==> config.mk <==
export PLATFORM = sky130hd
export DESIGN_NAME = mem_bus_arbiter
export DESIGN_NICKNAME = d
export VERILOG_FILES = /design/src/rtl/mem_bus_arbiter.sv
export SDC_FILE = /design/constraint.sdc
export NUM_CORES = 1
export LEC_CHECK = 0
export ABC_AREA = 1
export CORE_ASPECT_RATIO = 1.4
export CORE_UTILIZATION = 42
export DETAILED_ROUTE_END_ITERATION = 10
export PLACE_DENSITY = 0.81
export REMOVE_ABC_BUFFERS = 1
export SLEW_MARGIN = 5
export SYNTH_ARGS = -nofsm -noshare
export SYNTH_HDL_FRONTEND = slang
export SYNTH_SLANG_ARGS = --single-unit
==> constraint.sdc <==
create_clock -name clk -period 1.4 [get_ports clk]
set_input_delay 0.21 -clock clk [delete_from_list [all_inputs] [get_ports clk]]
set_output_delay 0.21 -clock clk [all_outputs]
set_load 0.02 [all_outputs]
==> src/rtl/mem_bus_arbiter.sv <==
// Two-requester round-robin arbiter driving a single memory bus through a fixed
// four-state transaction (IDLE, START, XFER, DONE). Illegal opcodes run without a grant.
module mem_bus_arbiter #(
  parameter int ADDR_W = 8,
  parameter int DATA_W = 8
) (
  input  logic              clk,
  input  logic              rst,
  input  logic              req0,
  input  logic              req1,
  input  logic [1:0]        mode0,
  input  logic [1:0]        mode1,
  input  logic [ADDR_W-1:0] addr0,
  input  logic [ADDR_W-1:0] addr1,
  input  logic [DATA_W-1:0] wdata0,
  input  logic [DATA_W-1:0] wdata1,
  output logic              rdy0,
  output logic              rdy1,
  output logic              err0,
  output logic              err1,
  output logic [DATA_W-1:0] rdata,
  output logic              bus_start,
  output logic              bus_gnt,
  output logic [1:0]        bus_mode,
  output logic [ADDR_W-1:0] bus_addr,
  output logic [DATA_W-1:0] bus_wdata,
  output logic              bus_wen,
  input  logic [DATA_W-1:0] bus_rdata,
  output logic [15:0]       xfer_cnt
);

  typedef enum logic [1:0] {IDLE, START, XFER, DONE} state_t;

  state_t              state_q, state_d;
  logic                win_q, win_d;
  logic                last_q, last_d;
  logic [1:0]          mode_q, mode_d;
  logic [ADDR_W-1:0]   addr_q, addr_d;
  logic [DATA_W-1:0]   wdata_q, wdata_d;
  logic [DATA_W-1:0]   rdata_q, rdata_d;
  logic [15:0]         xfer_cnt_q, xfer_cnt_d;
  logic                legal;
  logic                active;

  assign legal  = ~mode_q[1];
  assign active = (state_q != IDLE);

  always_ff @(posedge clk) begin
    if (rst) begin
      state_q    <= IDLE;
      win_q      <= 1'b0;
      last_q     <= 1'b1;
      mode_q     <= '0;
      addr_q     <= '0;
      wdata_q    <= '0;
      rdata_q    <= '0;
      xfer_cnt_q <= '0;
    end else begin
      state_q    <= state_d;
      win_q      <= win_d;
      last_q     <= last_d;
      mode_q     <= mode_d;
      addr_q     <= addr_d;
      wdata_q    <= wdata_d;
      rdata_q    <= rdata_d;
      xfer_cnt_q <= xfer_cnt_d;
    end
  end

  always_comb begin
    state_d    = state_q;
    win_d      = win_q;
    last_d     = last_q;
    mode_d     = mode_q;
    addr_d     = addr_q;
    wdata_d    = wdata_q;
    rdata_d    = rdata_q;
    xfer_cnt_d = xfer_cnt_q;
    case (state_q)
      IDLE: begin
        if (req0 || req1) begin
          state_d = START;
          // On a tie the requester not granted last wins; a sole requester always wins.
          win_d   = (req0 && req1) ? ~last_q : req1;
          mode_d  = win_d ? mode1  : mode0;
          addr_d  = win_d ? addr1  : addr0;
          wdata_d = win_d ? wdata1 : wdata0;
        end
      end
      START: state_d = XFER;
      XFER: begin
        state_d = DONE;
        if (mode_q == 2'd0) rdata_d = bus_rdata;
      end
      DONE: begin
        state_d = IDLE;
        last_d  = win_q;
        if (legal) xfer_cnt_d = xfer_cnt_q + 16'd1;
      end
      default: state_d = IDLE;
    endcase
  end

  assign bus_start = (state_q == START);
  assign bus_gnt   = (state_q == XFER) && legal;
  assign bus_wen   = (state_q == XFER) && (mode_q == 2'd1);
  assign bus_wdata = bus_wen ? wdata_q : '0;
  assign bus_mode  = active ? mode_q : 2'd0;
  assign bus_addr  = active ? addr_q : '0;
  assign rdy0      = (state_q == DONE) && !win_q;
  assign rdy1      = (state_q == DONE) &&  win_q;
  assign err0      = rdy0 && !legal;
  assign err1      = rdy1 && !legal;
  assign rdata     = rdata_q;
  assign xfer_cnt  = xfer_cnt_q;

endmodule
==> results of run 1 <==
path summary, 6_finish.rpt:
check	startpoint	to	depth (start not counted)
max	state_q[0]	bus_wdata[1]	7
min	wdata1[0]	wdata_q[0]	3
max reg2reg	state_q[1]	wdata_q[3]	9
min reg2reg	rdata[4]	rdata[4]	2
registers in the layout, summed over array words and instances (netlist names):
register	flops
addr_q	8
last_q	1
mode_q	2
rdata	8
state_q	2
wdata_q	8
win_q	1
xfer_cnt	16
critical path, stage by stage (launching register included):
cell and delay (ps):
dfxtp_2 350, inv_4 80, ha_4 140, inv_2 50
nor2_4 180, nand2_4 140, nor2_1 110, buf_4 140
metrics by stage:
| step | util, % | cells | setup TNS (ps) | hold WS [ps] |
|---|---|---|---|---|
| after detailed placement | 68.4 | 508 | -13330 | 474 |
| after global routing | 83.6 | 536 | -12080 | 455 |
| after global placement | 68.4 | 508 | -10120 | 456 |
| after CTS | 74.0 | 523 | -7950 | 461 |
| final | 83.6 | 536 | -8650 | 461 |
| after floorplan | - | 317 | -7760 | 279 |
where the power goes:
group          switching, W  internal [W]  total (W)
Combinational       0.00182       0.00170    0.00353
Sequential         0.000260       0.00162    0.00188
Clock              0.000486      0.000536    0.00102
Total               0.00257       0.00386    0.00643
cells in the mapped netlist (all sizes together):
library cell,count
a21oi,10
a31oi,18
buf,5
clkbuf,5
dfxtp,46
ha,5
inv,49
nand2,71
nand3,10
nand4,5
nor2,62
nor3,2
o21a,1
o21ai,35
o221ai,1
xnor2,1
xor2,1
layer usage:
metal	wire [um]	share of wire, %	vias up
met1	3030	36	1280
met5	0	0	-
met2	4600	55	123
li1	-	-	1326
met3	409	4.9	29
met4	323	3.9	0
logic make-up after synthesis:
group,after synthesis,synth area share (%)
flip-flops,46,41.4
XOR/XNOR,2,0.787
AND/OR/NAND/NOR,150,28.6
AO/OA/AOI/OAI,65,15.9
buffers and inverters,59,10.6
adder cells (fa/ha/maj),5,2.81
final cells by class:
type                            instances  area [sq um]
Multi-Input combinational cell        223          1490
Timing Repair Buffer                  143          1460
Sequential cell                        46           930
Fill cell                             310           838
Inverter                               49           204
Tap cell                               66          82.6
Clock buffer                            5          68.8
Clock inverter                          3          43.8
Timing Repair inverter                  1          7.51
timing repair:
action | CTS | global route
cloned | 2 | 2
pin swaps | 22 | 35
setup buffers | 5 | 14
resized for setup | 217 | 106
endpoints found under the setup margin | 88 | 68
hold buffers | 0 | 0
==> flow_summary.ini, run 1 <==
[yosys]
yosys.area.top_type = dfxtp_1
synthesis.area_sq_mm = 0.00223
ys_seq_area_share_pct = 41.4
syn_inst = 327
synth_warnings = 0
ys_ff_latch = 46
synth_top_area_share_pct = 41.4
ys_types = 24
synthTopCellsByArea = dfxtp_1 (41%), nand2_1 (11%), nor2_1 (9.8%)
syn_avg_cell_area_sq_um = 6.81

[floorplan]
die-width_um = 63.5
start_util_pct = 43.5
std_cell_rows = 31
pin_count = 97
core_area_sq_mm = 0.00512
die-area_sq_mm = 0.00560
fp.dieH_um = 88.1

[clock_network]
cts_tree = built
clock_sinks = 46
h-tree-depth = 2
cts_buffer_depth = 2
clockRootBuffer = clkbuf_8
cts-buffers-inserted = 5
clkLatencyLatePin_ps = 310
path_clk_slew_ps = 90

[outcome]
status = complete, but fails checks
violations = setup timing

[timing]
finalSetupViolations = 59
setup_ws_ps = -307
period_minus_slack_ps = 1710
skew_ps = 9.09
slew_headroom_pct = 76.1
maxSlewViolCount = 0
finalHoldViolations = 0
tightest_slew_ps = 357
max_freq_ghz = 0.586
period_share_pct = 122
rsz0062_at_grt = true

[routing]
avgRoutedWirePerCell_um = 15.6
vias_per_cell = 5.15
vias = 2758
drc_errors = 0
drt_pass1_iterations = 4
antenna_left = 0
totalWireLength_mm = 8.36
drt_iter0_markers = 288

[grt]
grt_use_total_pct = 23.7
met2_usage_pct = 45.6
gr-total-overflow = 0
grt_pass1_vias = 2445
grt.met3_usage_pct = 4.82
top_usage_layer = met2
antenna_found_initial = 0
grt_pass1_wl_mm = 10.4
grt_util_met1_pct = 25.3
grt_max_degree = 29

[pwr]
powerDensity_mw_per_mm2 = 1500
ir_drop_mv = 1.04
total_power_w = 0.00643
p_leak_nw = 1.88

[setup_path]
arrival_ps = 1500
crit_path_end_kind = output pin
worst-path-max-fanout = 5
crit_path_start_kind = flop
criticalPathCategory = flop to output pin
regToRegSetupSlack_ps = -240
required_ps = 1190

[layout]
final_cell_mix = nand2_1 (62), clkdlybuf4s50_1 (47), dfxtp_1 (41)
nNetsFinal = 522
layout_commonest_cell = nand2_1
syn_to_final_growth_pct = 92.4
antennaDiodeCount = 0
drive_above_1_share_pct = 36.4
fin_area_sq_mm = 0.00428

[flow_run]
maxCapViolations = 0

[placement]
dpl_cell_area_sq_mm = 0.00350
gp_congestion = 0.857
dp_slack_ps = -586
place_hpwl_mm = 4.52
io_buffer_count = 96

[hold_path]
hold_path.class = input port to flop
No activity file was read; power rests on OpenSTA's default activity.
==> run 2, diff against run 1 <==
--- a/config.mk
+++ b/config.mk
@@ -6,11 +6,14 @@
 export NUM_CORES = 1
 export LEC_CHECK = 0
 export ABC_AREA = 1
+export CELL_PAD_IN_SITES_DETAIL_PLACEMENT = 2
+export CELL_PAD_IN_SITES_GLOBAL_PLACEMENT = 2
 export CORE_ASPECT_RATIO = 1.4
-export CORE_UTILIZATION = 42
+export CORE_UTILIZATION = 21
 export DETAILED_ROUTE_END_ITERATION = 10
-export PLACE_DENSITY = 0.81
+export PLACE_DENSITY = 0.79
 export REMOVE_ABC_BUFFERS = 1
+export SETUP_SLACK_MARGIN = 0.02
 export SLEW_MARGIN = 5
 export SYNTH_ARGS = -nofsm -noshare
 export SYNTH_HDL_FRONTEND = slang
==> flow_summary.ini, run 2 (synthesized netlist as in run 1, its figures left out) <==
[floorplan]
die-area_sq_mm = 0.0110
die-width_um = 89.0
core_area_sq_mm = 0.0103
pin_count = 97
fp.dieH_um = 124
std_cell_rows = 44
start_util_pct = 21.5

[layout]
final_cell_mix = nand2_1 (61), clkdlybuf4s50_1 (47), dfxtp_1 (43)
multiInputGateArea_sq_mm = 0.00154
regArea_sq_um = 927
antennaDiodeCount = 0
largest_reg_flops = 16
syn_to_final_growth_pct = 108
nFillCells = 1179
fin_cells = 619
drive_above_1_share_pct = 38.5
nNetsFinal = 533
layout_commonest_cell = nand2_1

[outcome]
status = complete, but fails checks
violations = setup timing

[clock_network]
cts_buffer_depth = 2
cts_tree = built
cts-buffers-inserted = 5
ctsHoldBuffers = 0
path_clk_slew_ps = 70
clock_sinks = 46
clockRootBuffer = clkbuf_16
h-tree-depth = 2
clkLatencyLatePin_ps = 290

[grt]
grt_pass1_vias = 3256
grt_max_degree = 19
grt_use_total_pct = 20.2
antenna_found_initial = 0
grt_pass1_wl_mm = 16.6
gr-total-overflow = 0

[pwr]
p_leak_nw = 1.98
powerDensity_mw_per_mm2 = 1560
p_int_w = 0.00434
seqPwrFrac_pct = 25.8
p_comb_share_pct = 57.7
pwr-share-clk_pct = 16.6
swShare_pct = 39.7
ir_drop_mv = 0.604
switching_power_w = 0.00286

[timing]
period_share_pct = 121
finalHoldViolations = 0
slew_headroom_pct = 76.9
maxSlewViolCount = 0
setup_ws_ps = -291
finalSetupTns_ps = -9970
finalSetupViolations = 56
rsz0062_at_grt = true
period_minus_slack_ps = 1690
max_freq_ghz = 0.591
tightest_slew_ps = 346
skew_ps = 5.22

[routing]
drc_errors = 0
top_layer_used = met4
vias = 2821
avgRoutedWirePerCell_um = 17.5
antenna_left = 0
drt_pass1_iterations = 4
dr_wl_met3_um = 383
vias_per_cell = 4.56
wl_met1_mm = 3.98
wl_met2_mm = 6.16
drt_iter0_markers = 36
totalWireLength_mm = 10.9

[hold_path]
hold-path-cell-count = 2
hold_path.class = flop to flop
min_delay_worst_endpoint = rdata[4]
worstHoldStart = rdata[4]

[setup_path]
criticalPathCategory = flop to output pin
regToRegSetupSlack_ps = -230
regToRegEndpoint = xfer_cnt[8]
required_ps = 1190
worst-path-max-fanout = 6
crit_path_start_kind = flop
crit_path_end_kind = output pin
r2r_cells = 9
rr_startpoint = state_q[0]
arrival_ps = 1480

[placement]
dp.cells = 588
io_buffer_count = 96
place_hpwl_mm = 6.97
gp_congestion = 0.747
dp_slack_ps = -609

[flow_run]
maxCapViolations = 0
==> run 2: worst max-delay path by stage <==
stage | from | to | slack, ps
after CTS | state_q[0] | bus_wdata[5] | -260
after detailed placement | state_q[0] | bus_wdata[5] | -610
after global routing | state_q[1] | addr_q[3] | -340
after global placement | state_q[0] | bus_wdata[2] | -500
final | state_q[0] | bus_addr[3] | -290
after floorplan | state_q[0] | bus_wdata[0] | -330
==> run 2: critical path: stages (launching register included) <==
cell and delay [ps]:
dfxtp_2 340, inv_2 60, buf_4 140, ha_4 180, buf_12 130, buf_12 140
nor2_4 80, buf_6 120
==> run 2: area by class of cell <==
| class | count | area share [%] |
|---|---|---|
| Multi-Input combinational cell | 222 | 33.4 |
| Timing Repair Buffer | 156 | 35.1 |
| Clock buffer | 5 | 2.70 |
| Inverter | 49 | 4.57 |
| Tap cell | 138 | 3.73 |
| Sequential cell | 46 | 20.0 |
| Clock inverter | 3 | 0.460 |
==> run 2: repair_timing <==
| action | 4_1_cts | 5_1_grt |
|---|---|---|
| setup buffers | 14 | 9 |
| pin swaps | 36 | 22 |
| endpoints found under the setup margin | 91 | 71 |
| gates resized for setup | 292 | 51 |
| cloned | 4 | 1 |
==> run 2: stage by stage <==
stage	area (sq um)	power (W)	hold slack (ps)	utilization [%]
global placement	3650	0.00406	454	35.3
finish	4630	0.00720	483	44.7
CTS	4410	0.00671	485	42.6
detailed placement	3650	0.00418	468	35.3
floorplan	2180	0.00284	279	-
global route	4630	0.00760	507	44.7
==> run 2: metal layers <==
layer | vias to the layer above | GRT usage (%)
met4 | 0 | 7.24
met5 | - | 0
met3 | 21 | 2.45
li1 | 1346 | -
met2 | 83 | 40.6
met1 | 1371 | 20.8
==> run 2: power by group through the flow <==
| stage | Clock [W] | Combinational (W) | Sequential (W) |
|---|---|---|---|
| 6_report | 0.00119 | 0.00415 | 0.00186 |
| 5_1_grt | 0.00129 | 0.00442 | 0.00190 |
| 4_1_cts | 0.00122 | 0.00366 | 0.00183 |
| 3_5_place_dp | 0 | 0.00238 | 0.00180 |
| 3_3_place_gp | 0 | 0.00228 | 0.00177 |
| 2_1_floorplan | 0 | 0.000983 | 0.00186 |
==> run 3, diff against run 2 <==
--- a/config.mk
+++ b/config.mk
@@ -9,6 +9,7 @@
 export CELL_PAD_IN_SITES_DETAIL_PLACEMENT = 2
 export CELL_PAD_IN_SITES_GLOBAL_PLACEMENT = 2
 export CORE_ASPECT_RATIO = 1.4
+export CORE_MARGIN = 5
 export CORE_UTILIZATION = 21
 export DETAILED_ROUTE_END_ITERATION = 10
 export PLACE_DENSITY = 0.79
@@ -18,3 +19,4 @@
 export SYNTH_ARGS = -nofsm -noshare
 export SYNTH_HDL_FRONTEND = slang
 export SYNTH_SLANG_ARGS = --single-unit
+export TNS_END_PERCENT = 50
==> flow_summary.ini, run 3 (synthesized netlist as in run 1, its figures left out) <==
[setup_path]
r2r_cells = 9
crit_path_start_kind = flop
rr_startpoint = state_q[1]
arrival_ps = 1490
required_ps = 1190
criticalPathCategory = flop to output pin
crit_path_end_kind = output pin
worst-path-max-fanout = 4
regToRegEndpoint = wdata_q[7]
regToRegSetupSlack_ps = -130

[routing]
vias_per_cell = 4.48
antenna_left = 0
avgRoutedWirePerCell_um = 16.0
drt_iter0_markers = 25
drt_pass1_iterations = 4
totalWireLength_mm = 9.64
vias = 2695
drc_errors = 0

[layout]
layout_commonest_cell = nand2_1
syn_to_final_growth_pct = 89.6
largest_reg_flops = 16
final_cell_mix = nand2_1 (61), clkdlybuf4s50_1 (47), dfxtp_1 (42)
drive_above_1_share_pct = 30.0
nNetsFinal = 515
antennaDiodeCount = 0

[flow_run]
maxCapViolations = 0

[pwr]
switching_power_w = 0.00253
swShare_pct = 37.9
ir_drop_mv = 0.648
p_leak_nw = 1.82
p_comb_share_pct = 51.9
p_int_w = 0.00416
seqPwrFrac_pct = 27.6
powerDensity_mw_per_mm2 = 1590
pwr-share-clk_pct = 20.5
total_power_w = 0.00669

[timing]
tightest_slew_ps = 285
setup_ws_ps = -295
period_minus_slack_ps = 1700
skew_ps = 4.26
slew_headroom_pct = 81.0
maxSlewViolCount = 0
finalSetupViolations = 53
period_share_pct = 121
max_freq_ghz = 0.590
finalHoldViolations = 0
finalSetupTns_ps = -5140
rsz0062_at_grt = true

[grt]
antenna_found_initial = 0
grt_pass1_vias = 2951
grt_pass1_wl_mm = 14.4
grt_max_degree = 42
gr-total-overflow = 0
grt_use_total_pct = 13.7

[clock_network]
clockRootBuffer = clkbuf_16
clkLatencyLatePin_ps = 290
cts_buffer_depth = 2
path_clk_slew_ps = 70
cts-buffers-inserted = 5
ctsHoldBuffers = 0
h-tree-depth = 2
clock_sinks = 46
cts_tree = built

[hold_path]
min_delay_worst_endpoint = rdata[6]
hold-path-cell-count = 2
worstHoldStart = rdata[6]
hold_path.class = flop to flop

[floorplan]
pin_count = 97
core_area_sq_mm = 0.0104
fp.dieH_um = 132
start_util_pct = 21.4
std_cell_rows = 44
die-area_sq_mm = 0.0128
die-width_um = 97.0

[outcome]
status = complete, but fails checks
violations = setup timing

[placement]
io_buffer_count = 96
place_hpwl_mm = 6.64
gp_congestion = 0.749
-- run 3: changes by cell type in the layout (fill, tap and decap cells not counted), sizes merged --
cell	previous run	this run
bufinv	0	1
clkbuf	6	10
clkinv	2	0
buf	84	62
dlygate4sd2	23	24
nand2	71	72
clkdlybuf4s15	1	0
-- run 3: power groups by stage --
stage | registers (W) | logic [W] | clock network, W
2_1_floorplan | 0.00186 | 0.000983 | 0
3_3_place_gp | 0.00177 | 0.00221 | 0
4_1_cts | 0.00181 | 0.00254 | 0.00142
3_5_place_dp | 0.00180 | 0.00230 | 0
5_1_grt | 0.00189 | 0.00374 | 0.00147
6_report | 0.00185 | 0.00347 | 0.00137
-- run 3: cell type report --
| class | instances | area, sq um |
|---|---|---|
| Timing Repair inverter | 1 | 7.51 |
| Clock inverter | 1 | 30.0 |
| Clock buffer | 7 | 133 |
| Sequential cell | 46 | 928 |
| Timing Repair Buffer | 136 | 1380 |
| Multi-Input combinational cell | 223 | 1370 |
| Tap cell | 138 | 173 |
| Fill cell | 1157 | 6180 |
| Inverter | 49 | 206 |
-- run 3: layer usage --
layer  track usage (%)  share of wire, %
met2              27.2                56
met1              13.4                38
met4              5.62               2.2
met3              3.02               3.7
met5                 0                 0
-- run 3: through the flow --
stage                     hold slack, ps  instances  util (%)  worst slack (ps)  cell area [sq um]
after global placement               467        577      34.2              -505               3550
after detailed placement             479        577      34.2              -616               3550
after CTS                            487        591      37.3              -259               3880
after floorplan                      279        317         -              -327               2180
after global routing                 494        601      40.6              -349               4220
final                                484        601      40.6              -295               4220
-- run 3: how the worst max path moves through the flow --
stage                    to  startpoint  slack [ps]
3_3_place_gp   bus_wdata[2]  state_q[0]        -510
3_5_place_dp   bus_wdata[3]  state_q[0]        -620
4_1_cts        bus_wdata[2]  state_q[0]        -260
6_report       bus_wdata[4]  state_q[0]        -300
5_1_grt        bus_wdata[4]  state_q[0]        -350
2_1_floorplan  bus_wdata[0]  state_q[0]        -330
-- run 3: worst max-delay path, cell delays in order, from the launching register on --
cell and delay, ps:
dfxtp_2 340, inv_4 70, ha_4 140, inv_2 40, nor2_4 160, nand2_2 130, nor2_1 150, buf_4 170
-- run 3: timing repair --
item                       4_1_cts  5_1_grt
cloned                           2        3
setup endpoints to repair       90       67
pin swaps                       11       19
setup buffers                    4        8
gates resized for setup        215       63
